### config.mk
export PLATFORM = sky130hd
export DESIGN_NAME = spi_ram_cmd
export DESIGN_NICKNAME = d
export VERILOG_FILES = /design/src/rtl/spi_ram_cmd.sv
export SDC_FILE = /design/constraint.sdc
export NUM_CORES = 2
export LEC_CHECK = 0
export CORE_ASPECT_RATIO = 1.1
export CORE_UTILIZATION = 45
export DETAILED_ROUTE_END_ITERATION = 10
export PLACE_DENSITY = 0.59
export SYNTH_ARGS = -nofsm -noshare
export SYNTH_HDL_FRONTEND = slang
export SYNTH_SLANG_ARGS = --single-unit
### constraint.sdc
create_clock -name clk -period 2.9 [get_ports clk]
set_clock_uncertainty 0.15 [all_clocks]
set_input_delay 0.58 -clock clk [delete_from_list [all_inputs] [get_ports clk]]
set_output_delay 0.58 -clock clk [all_outputs]
set_load 0.02 [all_outputs]
### src/rtl/spi_ram_cmd.sv
// rtl/spi_ram_cmd.sv - command-decoding single-port RAM behind the SPI slave
//
// Purpose:
//   Decodes 10-bit words {cmd[1:0], payload[7:0]} from the SPI slave into
//   write-address / write-data / read-address / read-data operations on an
//   8-bit wide single-port memory, returning read data to the slave for MISO.
//   A four-state address-armed FSM rejects data commands issued before the
//   matching address has been loaded.
//
// Ports:
//   clk       in   1             single clock, all logic on posedge
//   rst       in   1             synchronous active-high reset
//   rx_data   in   ADDR_SIZE+2   [ADDR_SIZE+1:ADDR_SIZE] = cmd, [ADDR_SIZE-1:0] = payload
//   rx_valid  in   1             one-cycle strobe qualifying rx_data
//   tx_data   out  8             read data (holds last value between reads)
//   tx_valid  out  1             one-cycle strobe, tx_data valid
//   seq_err   out  1             one-cycle strobe, illegal command order (dropped)

module spi_ram_cmd #(
   parameter int MEM_DEPTH = 256,
   parameter int ADDR_SIZE = 8,
   parameter int AUTO_INC  = 0
) (
   input  logic                 clk,
   input  logic                 rst,
   input  logic [ADDR_SIZE+1:0] rx_data,
   input  logic                 rx_valid,
   output logic [7:0]           tx_data,
   output logic                 tx_valid,
   output logic                 seq_err
);

   localparam logic [1:0] CMD_WADDR = 2'b00;
   localparam logic [1:0] CMD_WDATA = 2'b01;
   localparam logic [1:0] CMD_RADDR = 2'b10;
   localparam logic [1:0] CMD_RDATA = 2'b11;

   typedef enum logic [1:0] {
      S_NONE = 2'b00,
      S_W    = 2'b01,
      S_R    = 2'b10,
      S_WR   = 2'b11
   } state_t;

   state_t               state_q, state_d;
   logic [ADDR_SIZE-1:0] waddr_q, waddr_d;
   logic [ADDR_SIZE-1:0] raddr_q, raddr_d;
   logic [7:0]           tx_data_q;
   logic                 tx_valid_q;
   logic                 seq_err_q, seq_err_d;
   logic                 wr_en, rd_en;

   logic [7:0] mem [MEM_DEPTH];

   logic [1:0]           cmd;
   logic [ADDR_SIZE-1:0] payload;

   assign cmd     = rx_data[ADDR_SIZE+1:ADDR_SIZE];
   assign payload = rx_data[ADDR_SIZE-1:0];

   always_comb begin
      state_d   = state_q;
      waddr_d   = waddr_q;
      raddr_d   = raddr_q;
      wr_en     = 1'b0;
      rd_en     = 1'b0;
      seq_err_d = 1'b0;
      // Gating with rst keeps the memory write path from firing on a
      // coincident command while the rest of the block is being reset.
      if (rx_valid && !rst) begin
         case (cmd)
            CMD_WADDR: begin
               waddr_d = payload;
               if (state_q == S_NONE) state_d = S_W;
               else if (state_q == S_R) state_d = S_WR;
            end
            CMD_WDATA: begin
               if (state_q == S_W || state_q == S_WR) begin
                  wr_en = 1'b1;
                  if (AUTO_INC != 0) waddr_d = waddr_q + 1'b1;
               end else begin
                  seq_err_d = 1'b1;
               end
            end
            CMD_RADDR: begin
               raddr_d = payload;
               if (state_q == S_NONE) state_d = S_R;
               else if (state_q == S_W) state_d = S_WR;
            end
            CMD_RDATA: begin
               if (state_q == S_R || state_q == S_WR) begin
                  rd_en = 1'b1;
                  if (AUTO_INC != 0) raddr_d = raddr_q + 1'b1;
               end else begin
                  seq_err_d = 1'b1;
               end
            end
            default: ;
         endcase
      end
   end

   always_ff @(posedge clk) begin
      if (rst) begin
         state_q    <= S_NONE;
         waddr_q    <= '0;
         raddr_q    <= '0;
         tx_data_q  <= '0;
         tx_valid_q <= 1'b0;
         seq_err_q  <= 1'b0;
      end else begin
         state_q    <= state_d;
         waddr_q    <= waddr_d;
         raddr_q    <= raddr_d;
         tx_valid_q <= rd_en;
         seq_err_q  <= seq_err_d;
         if (rd_en) tx_data_q <= mem[raddr_q];
      end
   end

   // Memory contents survive reset; only the write enable is reset-gated.
   always_ff @(posedge clk) begin
      if (wr_en) mem[waddr_q] <= rx_data[7:0];
   end

   assign tx_data  = tx_data_q;
   assign tx_valid = tx_valid_q;
   assign seq_err  = seq_err_q;

endmodule

After elaboration in Yosys (flattened, before gate mapping):

Memories as Yosys holds them, arrays and structs flattened. A register that Yosys moved wholly into a read port is not among the register bits.
Cells that the tools add are included.

* reduce and logical (&&, ||, !) cells: 11
* equality and inequality tests: 8
* mux-type cells: 16
* bitwise operators: 1

Operators with widths (number)
* $mux 1: 10
* $eq 2x2->1 const B: 4
* $mux 2: 4
* $ne 3x3->1 const B: 2
* $eq 2x1->1 const B: 2
* $logic_not 2->1: 2
* $pmux 2 s2: 1
* $reduce_and 2->1: 2
* $reduce_and 4->1: 1
* $logic_or 1x1->1: 2
* $pmux 1 s2: 1
* $reduce_bool 2->1: 1
* $reduce_or 2->1: 1
* $logic_and 1x1->1: 1
* $logic_not 1->1: 1
* $not 1->1: 1

* input bits: 13
* flip-flop bits (word level): 20
* RAM bits: 2048
* memories kept: 1

Memories
* mem: depth 256, width 8, read ports 1, clocked after Yosys merged registers in 1, write ports 1, RTL line 53 `logic [7:0] mem [MEM_DEPTH];`

Longest topological paths before layout:

* depth in word-level cells: 7
* gate-level depth with buffers: 13

Worst setup path after synthesis:

OpenSTA, ideal clock, no wires.

* path type: input -> register
* from: in rst
* to: mem mem[220][0] (enable)
* arrival time: 2.207 ns
* buffers on the path: 1
* stages on the path: 6
* data required time: 2.380 ns
* setup time: 0.370 ns
* path slack: 0.173 ns
* cell sequence: nand3b_1 -> nor2b_1 -> nor3b_1 -> nand3_1 -> clkbuf_1 -> nor2_1

* word-level cells in the longest chain between the ends: 5

Ends and longest elaborated chain
* from (decl): RTL line 25 `input logic rst,`
* $logic_not 1->1: RTL line 70 `if (rx_valid && !rst) begin`
* $logic_and 1x1->1: RTL line 70
* $mux 1: RTL line 70
* $mux 1: RTL line 123 `if (wr_en) mem[waddr_q] <= rx_data[7:0];`
* $mux 1 (not written as such): RTL line 123
* to (decl): RTL line 53

No other way between the ends.

==> run metrics <==
status=finished, violations left; failing checks=negative setup slack; period utilization=1.007; filler-free cell count of the finished design=between 7000 and 8000; Main synth FF type=edfxtp_1; clk slew on worst S/H paths=70 ps; post-layout min period=2921 ps; antenna violations before repair=3; sequential area share after synthesis=0.7689; crit end category=flip-flop; critical path startpoint category=flip-flop; unrepaired setup endpoints after global routing=yes; highest ir drop seen on vdd=between 500 and 600 uV; part of the power in combinational logic=0.030; Final Hold Vio Count=0; leakage power=0.03141 uW; R2R depth=11; Post-Syn Area=80710 um2; Internal Power=47830 uW; port bufs=22; CTS tree=done; Inserted Clock Buffers=199; number of synthesized flops with an enable pin=2048; power per standard cell area=612.5 nW/um2; row cnt=162; Critical Path AT=3530 ps; post-route ant nets=0; clock latency on the worst-skew pair=~860 ps; Layout Nets=4987; Crit-path slowest cell=mux4_2; clock buffer depth=3; CP Depth=11; Slew headroom=0.4621; Hold Slack=72.26 ps; Crit path buffers/inverters=5; metal2 WL=about 110 mm; vias in the first global route=44240; area of the die=181100 um2; register share of total power=0.546; critical path peak fanout=10; clk sinks=2076; wire length on met1=roughly 90 mm; Starting DRT DRC Count=4899; Wirelength per Cell=30.15 um; Max Slew Vio Count=0; routability cong.=a little over 0.9; Worst setup startpoint=raddr_q[0]$_SDFFE_PP0P_; drt first pass iters=6; WP data required=3500 ps; dpl cells=around 7000; Mapped Cells=between 4000 and 5000; syn avg cell area=19.98 um2; Die W=405.8 um; # Max-Cap Violations=0; Final HPWL DP=approximately 150 mm; Final setup viols=3; hold path start=rx_data[6]; first-pass GRT wire length=~320 mm; share of cells above drive strength 1=0.3411; crit-path cells=buf_12, buf_16, buf_4, mux4_2, a22oi_2, a22oi_1, buf_4, a21oi_4, nor3_1, buf_4, a211o_1; pre-CTS setup slack=-835.8 ps; vias=43890; CP Class=flip-flop to flip-flop; H-tree depth=4; post-synth cell types=62; Routed WL=226.7 mm; core area=approximately 180000 um2; I/O pin cnt=23; initial core utilization=0.4541; syn nets=roughly 4100; die span in y=~450 um; Top Layer Used=met5; gr ovfl total=0; Worst Hold Class=primary input to flip-flop; clock network fraction of total power=0.425; Sw Share=0.2079; P_sw=~13000 uW; Reg2Reg Launch Point=raddr_q[0]$_SDFFE_PP0P_; largest net degree at the start of global routing=around 110; CP top delay family=compound AO/OA/AOI/OAI gates; worst slew pin tran=806.9 ps; Syn. warnings=0; DRC viols=0; vias per cell=5.835; synthesis-stage register bit count=about 2100; GRT Total Usage=0.2524; cell mode on critical path=buf_4; Hold Path Depth=1; final core occ=0.5546; Async SR Flop Fraction=0; max incr delay on CP=510 ps; met3 WL=between 15 and 20 mm; fin worst setup slack=-21.28 ps; power after layout=between 60000 and 70000 uW; Root Buffer=clkbuf_16; area grow syn2layout=22.14%; Fmax=342.3 MHz
==> through the flow <==
step	area, um2	setup TNS [ps]
after floorplan	80710	0
after global placement	90220	-395040
after detailed placement	90220	-423770
after CTS	97670	-79.65
after global routing	98580	-180.7
final	98580	-31.48
==> cells in the mapped netlist, types with 7 or more instances <==
master | count | area [um2]
and2_1 | 9 | 56.30
mux4_2 | 351 | 7905
a211o_1 | 7 | 61.31
a21oi_1 | 59 | 295.3
buf_1 | 19 | 71.32
nand2_1 | 149 | 559.3
a22oi_1 | 73 | 548.0
nor3_1 | 28 | 140.1
nor2b_1 | 11 | 68.82
buf_2 | 52 | 260.3
mux2i_1 | 314 | 3143
o22ai_1 | 117 | 732.0
a211oi_1 | 51 | 382.9
nand3_1 | 39 | 195.2
o221ai_1 | 46 | 402.9
buf_4 | 12 | 90.09
mux4_1 | 15 | 394.1
nor4_1 | 8 | 50.05
o21ai_0 | 38 | 190.2
a31oi_1 | 13 | 81.33
clkbuf_1 | 91 | 341.6
nand4_1 | 9 | 56.30
dfxtp_1 | 28 | 560.5
buf_6 | 37 | 416.7
edfxtp_1 | 2048 | 61500
buf_12 | 7 | 140.1
buf_8 | 13 | 195.2
nor2_1 | 309 | 1160
==> state kept, by name (all words and copies together), names as in the netlist <==
register  cells
waddr_q       8
mem        2048
tx_valid      1
raddr_q       8
tx_data       8
seq_err       1
state_q       2
==> kinds of logic (layout without fill, tap and decap cells) <==
family / count (synthesis) / in the layout / synth area share
AOI/OAI and AO/OA: 446 / 446 / 0.03785
buffers and inverters: 240 / 1341 / 0.01993
muxes: 680 / 680 / 0.1418
other: 0 / 3 / 0
DFF: 2076 / 2076 / 0.7689
and+or+nand+nor: 597 / 597 / 0.03158
==> power groups by stage <==
| stage | Sequential, uW | Clock (uW) | Combinational, uW |
|---|---|---|---|
| floorplan | 33600 | 0 | 579 |
| global placement | 33600 | 0 | 1650 |
| detailed placement | 33600 | 0 | 1680 |
| CTS | 32900 | 26000 | 1740 |
| global route | 32900 | 27100 | 1870 |
| finish | 32900 | 25600 | 1780 |
==> layout make-up <==
class                      count  area [um2]
antenna                        3       7.507
tap                         2378        2975
inverter                       3       23.77
clock buffer                 236        5140
timing repair buffer         971        9070
fill                       13610       79180
clock inverter               131        1294
sequential                  2076       62070
multi-input combinational   1723       18000
==> path summary, 6_finish.rpt <==
| check | end | slack, ps |
|---|---|---|
| worst max-delay path | tx_data[3]$_SDFFE_PP0P_ | -20 |
| worst min-delay path | mem[119][6]$_DFFE_PP_ | 70 |
| worst max register to register | tx_data[3]$_SDFFE_PP0P_ | -20 |
| worst min register to register | tx_data[6]$_SDFFE_PP0P_ | 320 |
==> cells in the final DEF, fill, tap and decap left out, drive strengths merged, types with 28 or more instances in the layout <==
cell    netlist  final
mux4        366    366
nor3         28     28
o21ai        39     39
clkinv        2    100
o22ai       118    118
nand2       149    149
dfxtp        28     28
a211oi       51     51
mux2i       314    314
o221ai       46     46
edfxtp     2048   2048
clkbuf       97    246
nand3        39     39
a22oi        73     73
buf         140    941
nor2        309    309
a21oi        59     59
==> layer usage <==
layer,global-route usage,vias up
met2,0.4070,1733
li1,-,18570
met4,0.09464,2
met5,0.003509,-
met1,0.3436,23210
met3,0.04418,374
==> what timing repair did <==
action	CTS	global route
hold buffers	1	0
buffers inserted	17	43
setup endpoints to repair	8	8
pin swaps	23	38
gates resized for setup	148	107
endpoints found under the hold margin	12	0
cloned	6	2
Power figures use the tool's default switching activity.
